## src/rtl/rx_pkt_ctrl_if.sv

```systemverilog
// Receive-side handshake bundle between the bit-level USB receiver
// (master: decoded line events and bytes) and the packet controller (slave).
interface rx_pkt_ctrl_if #(
  parameter int MAX_BYTES = 64
);
  localparam int CNT_W = $clog2(MAX_BYTES + 1);

  logic             d_edge;
  logic             eop;
  logic             shift_enable;
  logic             byte_received;
  logic [7:0]       rcv_data;
  logic [3:0]       bit_count;
  logic             rcving;
  logic             w_enable;
  logic             r_error;
  logic [1:0]       err_code;
  logic [3:0]       PID;
  logic [CNT_W-1:0] byte_cnt;
  logic             pkt_done;

  modport master (
    output d_edge, eop, shift_enable, byte_received, rcv_data, bit_count,
    input  rcving, w_enable, r_error, err_code, PID, byte_cnt, pkt_done
  );

  modport slave (
    input  d_edge, eop, shift_enable, byte_received, rcv_data, bit_count,
    output rcving, w_enable, r_error, err_code, PID, byte_cnt, pkt_done
  );
endinterface

```

## src/rtl/rx_pkt_ctrl.sv

```systemverilog
// USB receive packet controller: tracks sync / PID / payload / EOP framing,
// strobes accepted bytes into the RX FIFO and reports the first error of a
// packet. Every output is a register loaded from the next-state logic, so each
// response appears one cycle after its cause.
module rx_pkt_ctrl #(
  parameter logic [7:0] SYNC_PATTERN  = 8'h80,
  parameter int         MAX_BYTES     = 64,
  parameter int         PID_CHECK     = 1,
  parameter int         EOP_HOLD_BITS = 2
) (
  input logic          clk,
  input logic          rst,
  rx_pkt_ctrl_if.slave bus
);
  localparam int CNT_W = $clog2(MAX_BYTES + 1);
  localparam logic [CNT_W-1:0] MAX_CNT   = CNT_W'(MAX_BYTES);
  localparam logic [2:0]       HOLD_LAST = 3'(EOP_HOLD_BITS - 1);

  typedef enum logic [3:0] {
    IDLE         = 4'd0,
    SYNC_WAIT    = 4'd1,
    PID_WAIT     = 4'd2,
    DATA_WAIT    = 4'd3,
    EOP_CHK      = 4'd4,
    EOP_HOLD     = 4'd5,
    ERR_WAIT_EOP = 4'd6,
    ERR_HOLD     = 4'd7,
    ERR_IDLE     = 4'd8
  } state_t;

  state_t           state, next_state;
  logic             rcving, next_rcving;
  logic             w_enable, next_w_enable;
  logic             r_error, next_r_error;
  logic [1:0]       err_code, next_err_code;
  logic [3:0]       pid, next_pid;
  logic [CNT_W-1:0] byte_cnt, next_byte_cnt;
  logic             pkt_done, next_pkt_done;
  logic [2:0]       hold_cnt, next_hold_cnt;
  logic             eop_strobe;
  logic             pid_ok;

  assign bus.rcving   = rcving;
  assign bus.w_enable = w_enable;
  assign bus.r_error  = r_error;
  assign bus.err_code = err_code;
  assign bus.PID      = pid;
  assign bus.byte_cnt = byte_cnt;
  assign bus.pkt_done = pkt_done;

  // State and output registers; reset drops any packet in flight immediately.
  always_ff @(posedge clk or posedge rst) begin
    if (rst) begin
      state    <= IDLE;
      rcving   <= 1'b0;
      w_enable <= 1'b0;
      r_error  <= 1'b0;
      err_code <= 2'b00;
      pid      <= 4'hF;
      byte_cnt <= '0;
      pkt_done <= 1'b0;
      hold_cnt <= 3'd0;
    end else begin
      state    <= next_state;
      rcving   <= next_rcving;
      w_enable <= next_w_enable;
      r_error  <= next_r_error;
      err_code <= next_err_code;
      pid      <= next_pid;
      byte_cnt <= next_byte_cnt;
      pkt_done <= next_pkt_done;
      hold_cnt <= next_hold_cnt;
    end
  end

  // Next-state and next-output decode; errors are only raised from
  // non-error states, so err_code always keeps the first error.
  always_comb begin
    next_state    = state;
    next_rcving   = rcving;
    next_w_enable = 1'b0;
    next_r_error  = r_error;
    next_err_code = err_code;
    next_pid      = pid;
    next_byte_cnt = byte_cnt;
    next_pkt_done = 1'b0;
    next_hold_cnt = hold_cnt;
    eop_strobe    = bus.eop && bus.shift_enable;
    pid_ok        = (PID_CHECK == 0) || (bus.rcv_data[7:4] == ~bus.rcv_data[3:0]);

    case (state)
      IDLE, ERR_IDLE: begin
        if (bus.d_edge) begin
          next_state    = SYNC_WAIT;
          next_rcving   = 1'b1;
          next_r_error  = 1'b0;
          next_err_code = 2'b00;
          next_byte_cnt = '0;
          next_pid      = 4'hF;
        end else begin
          next_state = state;
        end
      end
      SYNC_WAIT: begin
        // An EOP before any sync byte is a truncated packet.
        if (eop_strobe) begin
          next_state    = ERR_HOLD;
          next_r_error  = 1'b1;
          next_err_code = 2'b11;
        end else if (bus.byte_received) begin
          if (bus.rcv_data == SYNC_PATTERN) begin
            next_state = PID_WAIT;
          end else begin
            next_state    = ERR_WAIT_EOP;
            next_r_error  = 1'b1;
            next_err_code = 2'b01;
          end
        end else begin
          next_state = SYNC_WAIT;
        end
      end
      PID_WAIT: begin
        if (eop_strobe) begin
          next_state    = ERR_HOLD;
          next_r_error  = 1'b1;
          next_err_code = 2'b11;
        end else if (bus.byte_received) begin
          if (pid_ok) begin
            next_state    = DATA_WAIT;
            next_pid      = bus.rcv_data[3:0];
            next_w_enable = 1'b1;
          end else begin
            next_state    = ERR_WAIT_EOP;
            next_r_error  = 1'b1;
            next_err_code = 2'b10;
          end
        end else begin
          next_state = PID_WAIT;
        end
      end
      DATA_WAIT: begin
        // EOP wins over a coincident byte; that partial byte is dropped.
        if (eop_strobe) begin
          next_state = EOP_CHK;
        end else if (bus.byte_received) begin
          if (byte_cnt < MAX_CNT) begin
            next_w_enable = 1'b1;
            next_byte_cnt = byte_cnt + 1'b1;
          end else begin
            next_state    = ERR_WAIT_EOP;
            next_r_error  = 1'b1;
            next_err_code = 2'b11;
          end
        end else begin
          next_state = DATA_WAIT;
        end
      end
      EOP_CHK: begin
        // A clean EOP leaves exactly one bit shifted into the next byte.
        if (bus.bit_count == 4'd1) begin
          next_state = EOP_HOLD;
        end else begin
          next_state    = ERR_HOLD;
          next_r_error  = 1'b1;
          next_err_code = 2'b11;
        end
      end
      EOP_HOLD: begin
        if (bus.shift_enable && (hold_cnt == HOLD_LAST)) begin
          next_state    = IDLE;
          next_rcving   = 1'b0;
          next_pkt_done = 1'b1;
        end else if (bus.shift_enable) begin
          next_hold_cnt = hold_cnt + 3'd1;
        end else begin
          next_hold_cnt = hold_cnt;
        end
      end
      ERR_WAIT_EOP: begin
        if (eop_strobe) begin
          next_state = ERR_HOLD;
        end else begin
          next_state = ERR_WAIT_EOP;
        end
      end
      ERR_HOLD: begin
        if (bus.shift_enable && (hold_cnt == HOLD_LAST)) begin
          next_state  = ERR_IDLE;
          next_rcving = 1'b0;
        end else if (bus.shift_enable) begin
          next_hold_cnt = hold_cnt + 3'd1;
        end else begin
          next_hold_cnt = hold_cnt;
        end
      end
      default: begin
        next_state  = IDLE;
        next_rcving = 1'b0;
      end
    endcase

    // The hold counter starts from zero in whichever state is entered next.
    if (next_state != state) begin
      next_hold_cnt = 3'd0;
    end else begin
      next_hold_cnt = next_hold_cnt;
    end
  end
endmodule

```

## src/flat_wrapper.sv

```systemverilog
// flat-port wrapper written by rule: the top's interface ports become plain ports
module rx_pkt_ctrl_flat 
#(
  parameter logic [7:0] SYNC_PATTERN  = 8'h80,
  parameter int         MAX_BYTES     = 64,
  parameter int         PID_CHECK     = 1,
  parameter int         EOP_HOLD_BITS = 2
)
  (clk, rst, bus_d_edge, bus_eop, bus_shift_enable, bus_byte_received, bus_rcv_data, bus_bit_count, bus_rcving, bus_w_enable, bus_r_error, bus_err_code, bus_PID, bus_byte_cnt, bus_pkt_done);
  rx_pkt_ctrl_if #(.MAX_BYTES(MAX_BYTES)) bus_i ();
  input logic clk;
  input logic rst;
  input wire logic [$bits(bus_i.d_edge)-1:0] bus_d_edge;
  input wire logic [$bits(bus_i.eop)-1:0] bus_eop;
  input wire logic [$bits(bus_i.shift_enable)-1:0] bus_shift_enable;
  input wire logic [$bits(bus_i.byte_received)-1:0] bus_byte_received;
  input wire logic [$bits(bus_i.rcv_data)-1:0] bus_rcv_data;
  input wire logic [$bits(bus_i.bit_count)-1:0] bus_bit_count;
  output wire logic [$bits(bus_i.rcving)-1:0] bus_rcving;
  output wire logic [$bits(bus_i.w_enable)-1:0] bus_w_enable;
  output wire logic [$bits(bus_i.r_error)-1:0] bus_r_error;
  output wire logic [$bits(bus_i.err_code)-1:0] bus_err_code;
  output wire logic [$bits(bus_i.PID)-1:0] bus_PID;
  output wire logic [$bits(bus_i.byte_cnt)-1:0] bus_byte_cnt;
  output wire logic [$bits(bus_i.pkt_done)-1:0] bus_pkt_done;
  assign bus_i.d_edge = bus_d_edge;
  assign bus_i.eop = bus_eop;
  assign bus_i.shift_enable = bus_shift_enable;
  assign bus_i.byte_received = bus_byte_received;
  assign bus_i.rcv_data = bus_rcv_data;
  assign bus_i.bit_count = bus_bit_count;
  assign bus_rcving = bus_i.rcving;
  assign bus_w_enable = bus_i.w_enable;
  assign bus_r_error = bus_i.r_error;
  assign bus_err_code = bus_i.err_code;
  assign bus_PID = bus_i.PID;
  assign bus_byte_cnt = bus_i.byte_cnt;
  assign bus_pkt_done = bus_i.pkt_done;
  rx_pkt_ctrl #(.SYNC_PATTERN(SYNC_PATTERN), .MAX_BYTES(MAX_BYTES), .PID_CHECK(PID_CHECK), .EOP_HOLD_BITS(EOP_HOLD_BITS)) u_core (.clk(clk), .rst(rst), .bus(bus_i));
endmodule
```

## config.mk

```make
export PLATFORM = sky130hd
export DESIGN_NAME = rx_pkt_ctrl_flat
export DESIGN_NICKNAME = d
export VERILOG_FILES = /design/src/rtl/rx_pkt_ctrl_if.sv /design/src/rtl/rx_pkt_ctrl.sv /design/src/flat_wrapper.sv
export SDC_FILE = /design/constraint.sdc
export NUM_CORES = 1
export LEC_CHECK = 0
export CORE_UTILIZATION = 25
export DETAILED_ROUTE_END_ITERATION = 8
export SYNTH_ARGS = -nofsm -noshare
export SYNTH_HDL_FRONTEND = slang
export SYNTH_SLANG_ARGS = --single-unit
```

## constraint.sdc

```tcl
create_clock -name clk -period 3 [get_ports clk]
set_input_delay 0.6 -clock clk [delete_from_list [all_inputs] [get_ports clk]]
set_output_delay 0.6 -clock clk [all_outputs]
set_load 0.01 [all_outputs]
```

# Word level (Yosys, flattened, before mapping)
# Cells that the tools add are included.
# totals
elab_cells,123
register_bits,24
inputBits,18
# classes
reduce_logical,16
add_sub_neg,2
n_bitwise,2
n_mux,65
eq_ne,28
n_lt_le_gt_ge,1
# op_table
cell,n
two-way mux 4 bit,12
case mux 4 bit (8 select lines),1
two-way mux 7 bit,4
two-way mux 2 bit,12
two-way mux 3 bit,8
two-way mux 1 bit,22
== test 4 x 3 -> 1 bit (second input constant),4
!= test 2 bit (second input constant),8
case mux 7 bit (2 select lines),1
!= test 3 x 2 -> 1 bit (second input constant),4
case mux 2 bit (5 select lines),1
AND reduction 10 bit,1
AND reduction 5 bit,2
== test 4 x 1 -> 1 bit (second input constant),2
== test 4 x 2 -> 1 bit (second input constant),2
== test 8 bit (second input constant),1
case mux 4 bit (2 select lines),1
nonzero test 2 bit,4
adder 7 x 1 -> 7 bit (second input constant),1
less-than comparator 7 bit (second input constant),1
!= test 2 x 1 -> 1 bit (second input constant),3
AND reduction 3 bit,2
case mux 1 bit (5 select lines),1
nonzero test 5 bit,1
other kinds (13),15

# Longest topological paths before layout
# depth
depth_word,9
ltp_mapped,8
depth_no_buf,8

# Worst setup path before layout
# Ideal clock, no wire load.
# synth_path
kind,in2reg
start,in bus_byte_received
end,"reg u_core.err_code[0], in the netlist u_core.bus.err_code[0]"
cell_stages,6
setup_slack_ns,1.111
t_arrival_ns,1.762
t_required_ns,2.872
cell_sequence,clkbuf_1 or3_1 a21oi_1 o21ai_1 nand3_1 mux2_1
# synth_between
elab_chain_cells,2
word_cells_on_any_way,4
# synth_lines
element,line,rtl
"start, declared",flat_wrapper.sv:16,input wire logic [$bits(bus_i.byte_received)-1:0] bus_byte_received;
!= test 3 x 2 -> 1 bit (no source line) or != test 2 bit (tied branches),n/a,
AND reduction 10 bit (no source line) *,n/a,
"end signal, assigned",rx_pkt_ctrl.sv:68,err_code <= next_err_code;
"end, declared",rx_pkt_ctrl.sv:35,"logic [1:0] err_code, next_err_code;"
# Mark *: on every way between the ends. The rest lies on a longest branch, timed or not.
# A chain may end at the register's enable or synchronous reset.

# Worst setup path after layout
# layout_path
start,in bus_shift_enable
end,"reg u_core.err_code[1], in the netlist u_core.bus.err_code[1]"
# layout_between
elab_chain_cells,3
word_cells_on_any_way,10
# layout_lines
element,line,rtl
"start, declared",flat_wrapper.sv:15,input wire logic [$bits(bus_i.shift_enable)-1:0] bus_shift_enable;
logical AND 1 bit *,rx_pkt_ctrl.sv:88,eop_strobe = bus.eop && bus.shift_enable;
"!= test 3 x 2 -> 1 bit (no source line), or another cell as far along",n/a,
AND reduction 10 bit (no source line) or case mux 2 bit (5 select lines) (tied branches),n/a,
# Marked as above.

==> metrics <==
Fillers 637; pin count of the biggest net entering global routing 23; Vias per Instance 5.00; Total GRT Usage 12.4%; Fin Clk Skew 2.90 ps; count of cell types in the netlist 50; Clock Path Buffers 2; top post-synthesis cells by area dfrtp_1 31%, dfstp_2 6.6%, xor2_1 3.8%, o21ai_0 3.4%, nand2_1 3.3%; Post-Synth Simple-Gate Area 27.7%; R2R cell count 6; # setup viols final 0; syn_nets 198; main combinational cell family by area after synthesis simple AND/OR/NAND/NOR gates; FP Rows 28; clock sink total 24; hpwl dp 2900 µm; Port Buffers 34; r2r setup slk 760 ps; max-capacitance violation count 0; Final nets 233; FFs w/ async S/R, synth 100%; post-layout min period 2280 ps; area of the core 0.00606 mm²; Post-Syn Instances 177; DRC errors left 0; CP Class input pin to register; Worst Setup Start Kind input pin; Max-slew headroom 40.5%; total negative slack 0 ps; Crit. Startpoint bus_shift_enable; Initial Util 26.4%; reg2reg start u_core.state[2]; DRT iter0 DRCs 98; max frequency 0.438 GHz; total gr overflow 0; prevailing post-synth register cell dfrtp_1; n_diodes 0; EDFF count, synth 0; Hold Buf Count CTS 0; Pwr per Cell Area 758 mW/mm²; first drt pass iteration count 4; Synth Area in Adders 2.34%; DR vias 1,429; #FFs+latches synth 24; RR Endpoint u_core.hold_cnt[2]; post-synthesis mux area share 4.06%; WP data required 3170 ps; P_leak 0.850 nW; IO Count 35; Final Hold Viols 0; Post-Synth XOR/XNOR Area 5.47%; status completed; CTS clk-pin slew, worst paths 90 ps; drt total wl 3890 µm; antenna-violating nets left 0; fraction of layout instances using a drive strength above 1 13.3%; final slew viol count 0; Final period util 76.1%; H-tree level count 1; Post-CTS Setup Inserts 0; Mapped Area 0.00160 mm²; YS warnings 0; number of global-route vias before repair 1,340; clk_lat worst skew 270 ps; Num CTS Buffers 3; most common cell in the netlist dfrtp_1; Slew @ Worst Pin 892 ps; type of the tightest min-delay check register to register; register area share after synthesis 37.8%; top cell type by total area after synthesis dfrtp_1; first-pass GRT wire length 6350 µm; final core occ 34.3%; share of the synthesized area in the top cell type 31.3%; Area Overhead vs Synth 29.8%; crit end category register; clock root buffer clkbuf_8; PostCTS Resize Cnt 0; Die H 82.0 µm; syn_area_per_cell 9.05 µm²; die area 0.00673 mm²; initial antenna violation count 0; Synth Area in Compound Gates 17.9%; Synth top cells by count 20 x dfrtp_1, 14 x nand2_1, 13 x nor2_1; crit path DAT 2450 ps; TritonCTS clock tree yes; RSZ-0062 raised after global routing false; crit path capture u_core.bus.err_code[1]; GPL Wtd Cong 0.822; die width 82.0 µm; CP Max Fanout 8; Wirelength per Cell 13.6 µm; Max VDD drop 293 µV
## cells in the final DEF, fill, tap and decap left out, drive strengths merged, types with 7 or more instances in the layout
cell,instances
clkdlybuf4s50,34
dfrtp,20
o21ai,18
nand2,15
nor2,13
nor3,9
inv,7
xor2,7
nand2b,7
a21oi,7
## layer usage
layer	part of all wire [%]	vias to the layer above	track usage [%]	routed length [µm]
met5	0	-	0	0
met1	47	682	17.1	1830
li1	-	698	-	-
met2	46	42	18.5	1790
met4	2.0	0	5.79	79
met3	4.8	7	2.00	187
## critical path, stage by stage
cell and delay [ps]:
clkdlybuf4s50_1 520, and2_1 250, or3_1 350, a21oi_1 150, o21ai_1 70, nand3_1 170, mux2_1 330
## through the flow
step	hold WS [ps]	power (mW)	instances	worst slack, ps	cell area, µm²
CTS	509	1.58	286	726	2080
global placement	480	1.34	282	461	2020
floorplan	534	1.08	177	1110	1600
global route	525	1.70	286	547	2080
finish	502	1.58	286	716	2080
detailed placement	488	1.35	282	433	2020
## worst min-delay path by stage
stage	slack [ps]	end	start	cells after the start
final	500	u_core.bus.err_code[1]	u_core.bus.err_code[1]	1
after detailed placement	490	u_core.bus.err_code[1]	u_core.bus.err_code[1]	1
after global routing	520	u_core.bus.r_error	u_core.bus.r_error	1
after floorplan	530	u_core.bus.err_code[0]	u_core.bus.err_code[0]	1
after CTS	510	u_core.bus.err_code[1]	u_core.bus.err_code[1]	1
after global placement	480	u_core.bus.r_error	u_core.bus.r_error	1
## kinds of logic after synthesis
| logic type | after synthesis |
|---|---|
| AO/OA/AOI/OAI | 43 |
| XOR/XNOR | 10 |
| adder cells (fa/ha/maj) | 3 |
| buffers and inverters | 16 |
| flip-flops | 24 |
| multiplexers | 6 |
| AND/OR/NAND/NOR | 75 |
## power breakdown
part	leakage [nW]	switching [mW]	internal, mW
registers	0.305	0.119	0.437
logic	0.516	0.401	0.386
clock network	0.0288	0.116	0.118
## registers in the layout, summed over array words and instances (netlist names)
register             cells
u_core.bus.w_enable      1
u_core.hold_cnt          3
u_core.bus.PID           4
u_core.bus.pkt_done      1
u_core.state             4
u_core.bus.byte_cnt      7
u_core.bus.err_code      2
u_core.bus.r_error       1
u_core.bus.rcving        1
## cell type report
class / count / area (µm²) / share of cell area (%)
clock buffers: 4 / 55.1 / 2.65
inverters: 7 / 26.3 / 1.26
multi-input cells: 137 / 921 / 44.3
flip-flops and latches: 24 / 606 / 29.1
well taps: 75 / 93.8 / 4.51
repair buffers: 39 / 378 / 18.2
Note: power is estimated with default switching activity, not from simulation.
==> variant: new RTL, same settings <==
Make the reset (`rst`) synchronous in one clocked block.
--- a/src/rtl/rx_pkt_ctrl.sv
+++ b/src/rtl/rx_pkt_ctrl.sv
@@ -49,7 +49,7 @@
   assign bus.pkt_done = pkt_done;
 
   // State and output registers; reset drops any packet in flight immediately.
-  always_ff @(posedge clk or posedge rst) begin
+  always_ff @(posedge clk) begin
     if (rst) begin
       state    <= IDLE;
       rcving   <= 1'b0;
Function: differs if rst is asserted again (counterexample within 4 cycles, from zero or initial values and one cycle with rst high); with rst held inactive, the same outputs for 10 cycles.
==> variant against the original RTL <==
Synthesized area decreased by 8.8%; sequential power decreased by 12%; worst hold slack improved by 0.011 ns; sequential cell count unchanged; worst setup slack got worse by 0.14 ns; clock power decreased by 8.5%; routed wire length decreased by 7.0%; core utilization decreased by 0.19 points; maximum frequency decreased by 5.9%; final area decreased by 8.5%; register-to-register slack got worse by 0.06 ns; power decreased by 17%; first-iteration DRC count decreased by 35%; critical path type unchanged; critical endpoint is now u_core.hold_cnt[1]; largest cell class unchanged; largest power group unchanged; highest routed layer unchanged.
==> variant: results (changes against the original RTL) <==
Cells and area
  • Max reg flops: 7 (unchanged)
  • Antenna Cells: 0 (unchanged)
  • Largest Register: u_core.bus.byte_cnt
  • Layout cells sized above 1: 7.73% (-5.5 points)
  • Layout net count: 229 (-1.7%)

Route
  • Via-per-instance ratio: 4.99 (-0.22%)
  • DR WL/cell: 13.0 um (-4.6%)
  • DRT iter0 DRCs: 64 (-35%)
  • Pre-Repair DR Iteration Count: 4 (unchanged)

Synthesis
  • Netlist cell types: 46 (-8.0%)
  • Synth area leaders: dfxtp_1, nor2_1, xor2_1
  • Synth Net Count: 199 (+0.51%)
  • Commonest cells in the netlist: dfxtp_1, nor2_1, nand2_1, o21ai_0, nor3_1
  • Main synth FF type: dfxtp_1
  • Sequential element share of the synthesized area: 32.9% (-4.9 points)
  • Yosys Warn Count: 0 (unchanged)
  • Post-synth ARST share: 0% (-100 points)

Global routing
  • First-pass GRT wire length: 5850 um (-7.9%)
  • Initial antenna violation count: 0 (unchanged)
  • Largest net degree at the start of global routing: 23 (unchanged)
  • All-Layer GR Usage: 11.8% (-0.60 points)
  • Vias in the first global route: 1237 (-7.7%)

CTS
  • Clock Tree Buf Depth: 2 (unchanged)
  • Clock latency on the worst-skew pair: 0.26 ns
  • Reg clk slew, reported paths: 0.08 ns
  • CTS H-Tree Depth: 1 (unchanged)
  • Post-cts gate resize count: 0 (unchanged)
  • Setup repair bufs after CTS: 0 (unchanged)
  • TritonCTS Buffers: 3 (unchanged)
  • CTS Root Cell: clkbuf_8

Placed design
  • Place WS: 0.332 ns (-0.101 ns)
  • # port buffers: 34 (unchanged)
  • Post-DP HPWL: 2790 um (-3.8%)
  • Placed cell area: 1850 um2 (-8.8%)
  • Placer Congestion: 0.870 (+5.8%)

Worst setup path
  • Max FO, Critical Path: 9 (+1)
  • Slowest stage cell, crit path: clkdlybuf4s50_1
  • WP data arrival: 2.60 ns (+0.15 ns)
  • Crit-path leading delay family: simple AND/OR/NAND/NOR gates
  • CP peak stage delay: 0.63 ns (+0.11 ns)
  • Cell count of the worst reg-to-reg path: 6 (unchanged)
  • CP Launch Point: bus_shift_enable
  • FF-to-FF Start: u_core.state[0]

STA
  • Max-slew headroom: 54.3% (+14 points)
  • Skew final: 0.00564 ns (+0.00274 ns)

Pwr
  • Worst VDD drop: 0.286 mV (-2.2%)
  • Leakage: 0.673 nW (-21%)

Hold path
  • Hold path startpoint: u_core.bus.rcving
  • HP Class: reg2reg
  • Cell depth of the worst hold path: 2 (+1)

Status
  • Status: finished, final reports clean
variant: cell families (layout without fill, tap and decap cells):
kind of cell               Yosys count  after routing  synth area share, %
xor gates and xnor gates             9              9                 5.40
muxes                                2              2                 1.37
DFF                                 24             24                 32.9
AOI/OAI and AO/OA                   43             43                 21.8
buffers and inverters               17             46                 5.57
and+or+nand+nor                     80             80                 30.4
adders and majority gates            3              3                 2.57
variant: layout make-up:
cell class | count | area, um2
tap | 72 | 90.1
clock buffer | 4 | 55.1
timing repair buffer | 36 | 355
inverter | 6 | 22.5
multi-input combinational | 137 | 898
sequential | 24 | 480
fill | 577 | 3670
variant: power breakdown:
group	switching (mW)	internal (mW)	leakage (nW)
clock network	0.0967	0.117	0.0288
registers	0.121	0.369	0.195
logic	0.310	0.299	0.449
variant: final timing paths:
path	end	slack, ns
max	u_core.hold_cnt[1]	0.57
min	u_core.bus.rcving	0.51
max reg2reg	u_core.hold_cnt[1]	0.70
min reg2reg	u_core.bus.rcving	0.51
variant: metal layers:
layer / vias up / GRT usage (%) / share of wire, %
met1: 647 / 17.3 / 48
li1: 708 / - / -
met4: 0 / 3.33 / 0.30
met2: 34 / 17.7 / 46
met5: - / 0 / 0
met3: 2 / 1.51 / 5.4
variant: through the flow:
step                      cells  utilization (%)  power [mW]  hold WS, ns
after global placement      275             33.1        1.11        0.517
after CTS                   279             34.1        1.32        0.515
after detailed placement    275             33.1        1.09        0.488
final                       279             34.1        1.31        0.514
after global routing        279             34.1        1.41        0.546
after floorplan             178                -       0.930        0.488
variant: worst reg2reg max path, stage by stage (launching register included):
cell and delay (ns):
dfxtp_1 0.77, nor4b_1 0.64, nand2_1 0.14, nand3_1 0.13
or3b_2 0.12, o2111ai_1 0.17, a211oi_1 0.23
